### config.mk
export PLATFORM = sky130hd
export DESIGN_NAME = fetch_pc_ctrl
export DESIGN_NICKNAME = d
export VERILOG_FILES = /design/src/rtl/pc_pkg.sv /design/src/rtl/pc_redirect_buf.sv /design/src/rtl/fetch_pc_ctrl.sv
export SDC_FILE = /design/constraint.sdc
export NUM_CORES = 1
export LEC_CHECK = 0
export CORE_MARGIN = 2
export CORE_UTILIZATION = 42
export CTS_CLUSTER_DIAMETER = 30
export DETAILED_ROUTE_END_ITERATION = 8
export GPL_ROUTABILITY_DRIVEN = 0
export GPL_TIMING_DRIVEN = 0
export PLACE_DENSITY = 0.82
export SKIP_CTS_REPAIR_TIMING = 1
export SKIP_LAST_GASP = 1
export SLEW_MARGIN = 20
export SYNTH_ARGS = -nofsm -noshare
export SYNTH_HDL_FRONTEND = slang
export SYNTH_HIERARCHICAL = 1
export SYNTH_SLANG_ARGS = --single-unit
### constraint.sdc
create_clock -name clk -period 2.04 [get_ports clk]
set_input_delay 0.204 -clock clk [delete_from_list [all_inputs] [get_ports clk]]
set_output_delay 0.204 -clock clk [all_outputs]
set_load 0.05 [all_outputs]
### src/rtl/pc_pkg.sv
// Shared definitions for the fetch-stage PC unit: the default address map and
// the next-PC source selector used by the datapath and by its models.
package pc_pkg;

  localparam logic [31:0] RESET_PC  = 32'h0000_3000;
  localparam logic [31:0] EXC_VEC   = 32'h0000_4180;
  localparam logic [31:0] IMEM_BASE = 32'h0000_3000;
  localparam logic [31:0] IMEM_SIZE = 32'h0000_4000;

  typedef enum logic [2:0] {
    SEL_HOLD,
    SEL_SEQ,
    SEL_BR,
    SEL_PEND,
    SEL_EXC,
    SEL_ERET
  } npc_sel_e;

endpackage

### src/rtl/pc_redirect_buf.sv
// One-entry pending-redirect buffer: holds a branch target that arrived while
// fetch was stalled until the PC is free to take it.
module pc_redirect_buf #(
  parameter int unsigned ADDR_W = 32
) (
  input  logic              clk,
  input  logic              reset,
  input  logic              set,
  input  logic              clr,
  input  logic [ADDR_W-1:0] set_target,
  output logic              valid,
  output logic [ADDR_W-1:0] target
);

  always_ff @(posedge clk) begin
    // NOTE: state registers use non-blocking assignments so every flop samples
    // pre-edge values regardless of statement or block ordering.
    if (reset) begin
      valid  <= 1'b0;
      target <= '0;
    end else if (set) begin
      valid  <= 1'b1;
      target <= set_target;
    end else if (clr) begin
      valid  <= 1'b0;
    end
  end

  // The controller only buffers while holding and only clears while moving.
  assert property (@(posedge clk) disable iff (reset) !(set && clr));

endmodule

### src/rtl/fetch_pc_ctrl.sv
// Fetch PC register with prioritised next-PC selection, a pending-redirect
// buffer for branches resolved during stalls, and fetch address-error flagging.
module fetch_pc_ctrl
  import pc_pkg::*;
#(
  parameter int unsigned       ADDR_W    = 32,
  parameter logic [ADDR_W-1:0] RESET_PC  = ADDR_W'(pc_pkg::RESET_PC),
  parameter logic [ADDR_W-1:0] EXC_VEC   = ADDR_W'(pc_pkg::EXC_VEC),
  parameter logic [ADDR_W-1:0] IMEM_BASE = ADDR_W'(pc_pkg::IMEM_BASE),
  parameter logic [ADDR_W-1:0] IMEM_SIZE = ADDR_W'(pc_pkg::IMEM_SIZE)
) (
  input  logic              clk,
  input  logic              reset,
  input  logic              stall_i,
  input  logic              br_take_i,
  input  logic [ADDR_W-1:0] br_target_i,
  input  logic              exc_req_i,
  input  logic              eret_i,
  input  logic [ADDR_W-1:0] epc_i,
  output logic [ADDR_W-1:0] pc_o,
  output logic [ADDR_W-1:0] npc_o,
  output logic              redir_pend_o,
  output logic              fetch_adel_o
);

  npc_sel_e          sel;
  logic [ADDR_W-1:0] pc_q;
  logic [ADDR_W-1:0] npc;
  logic [ADDR_W-1:0] pc_seq;
  logic              pend_valid;
  logic [ADDR_W-1:0] pend_target;
  logic              buf_set;
  logic              buf_clr;

  // Flushes outrank stalls; a fresh branch outranks an older buffered one.
  always_comb begin
    // NOTE: every combinational output gets a default first so no path can
    // leave it unassigned and infer a latch.
    sel = SEL_SEQ;
    if (exc_req_i)        sel = SEL_EXC;
    else if (eret_i)      sel = SEL_ERET;
    else if (stall_i)     sel = SEL_HOLD;
    else if (br_take_i)   sel = SEL_BR;
    else if (pend_valid)  sel = SEL_PEND;
  end

  assign pc_seq = pc_q + ADDR_W'(4);

  always_comb begin
    npc = pc_seq;
    case (sel)
      SEL_HOLD: npc = pc_q;
      SEL_SEQ:  npc = pc_seq;
      SEL_BR:   npc = br_target_i;
      SEL_PEND: npc = pend_target;
      SEL_EXC:  npc = EXC_VEC;
      SEL_ERET: npc = epc_i;
      default:  npc = pc_seq;
    endcase
  end

  // Buffer only while holding; any movement of the PC consumes or kills it.
  assign buf_set = (sel == SEL_HOLD) && br_take_i;
  assign buf_clr = (sel != SEL_HOLD);

  pc_redirect_buf #(
    .ADDR_W (ADDR_W)
  ) u_redirect_buf (
    .clk        (clk),
    .reset      (reset),
    .set        (buf_set),
    .clr        (buf_clr),
    .set_target (br_target_i),
    .valid      (pend_valid),
    .target     (pend_target)
  );

  always_ff @(posedge clk) begin
    if (reset) pc_q <= RESET_PC;
    else       pc_q <= npc;
  end

  // Window limit is one bit wider so a window ending at the top of the
  // address space cannot wrap to zero.
  logic [ADDR_W:0] pc_ext;
  logic [ADDR_W:0] lo_ext;
  logic [ADDR_W:0] hi_ext;

  assign pc_ext = {1'b0, pc_q};
  assign lo_ext = {1'b0, IMEM_BASE};
  assign hi_ext = {1'b0, IMEM_BASE} + {1'b0, IMEM_SIZE};

  assign fetch_adel_o = (pc_q[1:0] != 2'b00) || (pc_ext < lo_ext) || (pc_ext >= hi_ext);

  assign pc_o         = pc_q;
  assign npc_o        = npc;
  assign redir_pend_o = pend_valid;

endmodule

=== Word level (Yosys, flattened, before mapping) ===
Index checks and enable logic that the tools add are counted.

* Order comparisons: 2
* Reduce and logical (&&, ||, !) cells: 7
* Eq/ne operators: 4
* $add $sub $neg: 1
* Mux-type cells: 8

{| class="wikitable"
|+ Operators by type and width
! operator !! count
|-
| 32-bit case mux with 5 select lines || 1
|-
| 32-bit by 3-bit adder with 32-bit output, second input constant || 1
|-
| 32-bit by 15-bit greater-or-equal comparator with 1-bit output, second input constant || 1
|-
| 32-bit by 14-bit < comparator with 1-bit output, second input constant || 1
|-
| 3-bit by 2-bit == test with 1-bit output, second input constant || 2
|-
| 3-bit == test, second input constant || 2
|-
| 2-bit two-way mux || 3
|-
| 3-bit two-way mux || 2
|-
| 2-bit nonzero test || 2
|-
| 3-bit zero test || 1
|-
| 3-bit nonzero test || 1
|-
| 1-bit logical OR || 2
|-
| 1-bit two-way mux || 2
|-
| 1-bit logical AND || 1
|}

* Logic and storage cells: 25
* Input port bits: 70
* Output and inout bits: 66
* Register bits after elaboration: 65

=== Longest topological paths before layout ===
* Depth in word-level cells: 8
* Depth in mapped cells: 9
* Gate-level depth less buffers: 6

=== Hierarchy ===
Netlist, hierarchy kept.

{| class="wikitable"
|+ By module, submodules not included
! module !! seq. area each (µm²) !! times used !! area each (µm²) !! cells each
|-
| fetch_pc_ctrl || 640.6 || 1 || 2,936.6 || 414
|-
| pc_redirect_buf || 660.6 || 1 || 1,204.9 || 108
|}

=== Worst setup path after synthesis ===
No wires, ideal clock.

* Kind: register -> register
* From: register pc_q[3], in the netlist pc_o[3]
* To: register pc_q[14], in the netlist pc_o[14]
* Stages on the path, launching flop included: 7
* Clock period less this slack: 3,205 ps
* Path buffers: 0
* Setup slack: -1,165 ps
* Data arrival time: 3,135 ps
* Library setup time: 70 ps
* Data required time: 1,970 ps
* Cell sequence: dfxtp_1 ha_1 nand4_1 nor4_1 o32ai_1 a221oi_1 nor2b_1

* Longest elaborated chain between the ends: 2

{| class="wikitable"
|+ RTL lines
! item !! line !! RTL
|-
| from (decl) || fetch_pc_ctrl.sv:27 || <nowiki>logic [ADDR_W-1:0] pc_q;</nowiki>
|-
| from (signal assigned) || fetch_pc_ctrl.sv:80 || <nowiki>else pc_q <= npc;</nowiki>
|-
| 32-bit by 3-bit adder with 32-bit output || fetch_pc_ctrl.sv:47 || <nowiki>assign pc_seq = pc_q + ADDR_W'(4);</nowiki>
|-
| 32-bit case mux with 5 select lines || fetch_pc_ctrl.sv:51 || <nowiki>case (sel)</nowiki>
|-
| via npc_o[14] || fetch_pc_ctrl.sv:21 || <nowiki>output logic [ADDR_W-1:0] npc_o,</nowiki>
|}

The timed path passes the listed nets, and every way through them passes these cells.
A chain may end at the register's enable or synchronous reset.

=== Worst setup path in the final report ===
* From: register pc_q[3], in the netlist pc_o[3]
* To: output npc_o[28]

* Longest elaborated chain between the ends: 2

{| class="wikitable"
|+ RTL lines
! item !! line
|-
| 32-bit by 3-bit adder with 32-bit output || fetch_pc_ctrl.sv:47
|-
| 32-bit case mux with 5 select lines || fetch_pc_ctrl.sv:51
|-
| to (decl) || fetch_pc_ctrl.sv:21
|}

No other way between the ends.

==> flow_summary.toml <==
[status]
status = "complete, but fails checks"
violations = "DRC, setup timing"

[drt]
drt_iter0_markers = 784
firstDrtPassIters = 9
wl_mm = 19.1
routedWlPerCell_um = 23.0
drc = 2
vias = 5440
drtAntennaViolNets = 0
viasPerCell = 6.57

[global_route]
antenna_found_initial = 0
grt_max_degree = 11
grt_pass1_vias = 4597
grt.total_usage_pct = 30.6
overflow = 0
grt_pass1_wl_mm = 24.8

[clock_tree]
cts-htree-levels = 3
clk_pin_slew_worst_paths_ps = 70
numCtsBuffers = 9
cts_buffer_depth = 2
clk_latency_ps = 350
cts.sinks = 65
cts_tree = "built"
cts_root_buf = "clkbuf_8"

[yosys]
synth_top_area_share_pct = 31.4
synth_fp_nets = 594
postSynthRegisterBits = 65
synth.distinct_cells = 62
netlist_area_mm2 = 0.00414
syn_area_per_cell_um2 = 7.93
yosysWarnings = 6
synthTopCellsByArea = "dfxtp_1 31%, mux2i_1 8.5%, nand2_1 4.8%, a21oi_1 4.7%, nor2_1 4.2%"
synth-edff-count = 0
syn_inst = 522
synthArstFlopShare_pct = 0
synth_flop_cell = "dfxtp_1"
synth-seq-area-share_pct = 31.4
synth_top_cell_by_area = "dfxtp_1"

[sta]
max_freq_mhz = 360
setup_ws_ps = -737
rsz0062_at_grt = "yes"
fin_skew_ps = 9.82
slew_headroom_pct = 37.0
maxSlewViolCount = 0
hold_violations = 0
post-route-min-period_ps = 2780
period_share_pct = 136
setup_violations = 39
worst_pin_slew_ps = 944

[floorplan]
pin_count = 136
die_w_um = 103
dieArea_mm2 = 0.0107
initial_core_util_pct = 42.8
die-height_um = 103
core.rowCount = 36
coreArea_mm2 = 0.00968

[setup_path]
reg2reg_slack_ps = -290
reg2reg_from = "pc_o[3]$_SDFF_PP0_"
required_ps = 1840
arrival_ps = 2570
cp_cell_sequence = "ha_4 -> nand4_1 -> or4_4 -> buf_6 -> o311a_1 -> a211o_4 -> buf_8"
crit_path_top_delay_cell = "or4_4"
start_kind = "register"
cp_slowest_stage_delay_ps = 600
worst_setup_path_end_kind = "primary output"
crit_fanout = 8
worstSetupPathType = "reg -> out"
r2r_end = "pc_o[28]$_SDFF_PP0_"
reg2reg_depth = 7

[pwr]
power.density_mw_per_mm2 = 512
seqPwrFrac_pct = 39.5
leakagePower_uw = 0.00255
internal-power_uw = 2240
switching_power_uw = 1280
power_frac_clock_pct = 28.3
irDropWorstVdd_v = 0.000281
p_comb_share_pct = 32.2
switching_share_pct = 36.4
finalPower_uw = 3520

[flow_run]
cap_violations = 0

[worst_hold_path]
hold_path_depth = 4
hold_path_class = "in -> reg"
hp-start = "eret_i"
hold_path_end = "pc_o[10]$_SDFF_PP0_"

[final_layout]
finish.utilization_pct = 70.9
final_common_cell = "clkdlybuf4s50_1"
syn_to_final_growth_pct = 65.9
layout_common_cells = "98 x clkdlybuf4s50_1, 47 x dfxtp_1, 46 x nand2_1, 43 x nor2_1, 34 x mux2i_1"
n_fill_cell = 681
nets = 763
fin_cells = 828
antenna_cells = 0
drive_gt1_share_pct = 31.8

[placed_design]
port_buffers = 134
place_hpwl_mm = 12.5
post-place-cells = 789
## kinds of logic after synthesis
kind of cell    count (synthesis)  share of synthesized area, %
flops                          65                          31.4
compound gates                126                          20.8
simple gates                  233                          30.4
xor+xnor                        8                          1.69
mux                            35                          8.46
buf+inv                        53                          6.59
fa+ha+maj                       2                         0.604
## power by group through the flow
stage	Sequential (uW)	Combinational, uW	Clock, uW
final	1390	1130	995
after global routing	1390	1160	1020
after CTS	1380	1000	971
after detailed placement	1410	998	0
after global placement	1410	984	0
after floorplan	1490	496	0
## cell usage after synthesis, drive strengths merged (7+ instances only)
master  instances
mux2i          35
a221oi         14
nor2b          20
inv            11
nand3          16
a22oi          11
nor4           17
nand3b         13
and3            7
a21oi          39
dfxtp          65
nand4           9
o21ai          19
a221o           7
nand2          53
nor3           14
buf            15
clkbuf         27
nor2           46
## metal layers
metal	up-vias	GRT usage, %	part of all wire (%)
met1	2511	42.0	36
met4	0	12.0	6.1
li1	2264	-	-
met3	154	4.70	13
met2	511	48.3	44
met5	-	0	0
## critical path: cells and delay by family (launching register included)
family	cells	cell delay (ps)
compound gates	2	590
fa+ha+maj	1	150
buf+inv	2	310
flops	1	380
simple gates	2	800
## through the flow
step                TNS [ps]  hold slack, ps  worst slack [ps]  instance area (um^2)
floorplan              -2590             266              -332                  4500
global placement     -100130             465             -1790                  6000
detailed placement   -107930             486             -1880                  6000
CTS                   -84050             499             -1850                  6170
global route          -14890             426              -867                  6870
finish                -13370             405              -737                  6870
## flip-flops by register name (all words and copies together), names as in the netlist
name                   cells
pc_o                      32
u_redirect_buf/valid       1
u_redirect_buf/target     32
## layout make-up
| type | count | area [um^2] | area share [%] |
|---|---|---|---|
| inverter | 11 | 41.3 | 0.601 |
| buffer | 40 | 334 | 4.86 |
| sequential | 65 | 1360 | 19.8 |
| clock inverter | 3 | 17.5 | 0.255 |
| timing repair buffer | 160 | 1570 | 22.8 |
| tap | 133 | 166 | 2.42 |
| clock buffer | 12 | 145 | 2.11 |
| multi-input combinational | 404 | 3240 | 47.2 |
## how the worst max path moves through the flow
| stage | start | to | slack [ps] |
|---|---|---|---|
| floorplan | pc_o[2]$_SDFF_PP0_ | pc_o[28]$_SDFF_PP0_ | -330 |
| global placement | eret_i | npc_o[17] | -1790 |
| detailed placement | eret_i | npc_o[17] | -1880 |
| CTS | eret_i | npc_o[17] | -1850 |
| global route | pc_o[7]$_SDFF_PP0_ | npc_o[27] | -870 |
| finish | pc_o[3]$_SDFF_PP0_ | npc_o[28] | -740 |
(Power assumes the default switching activity.)
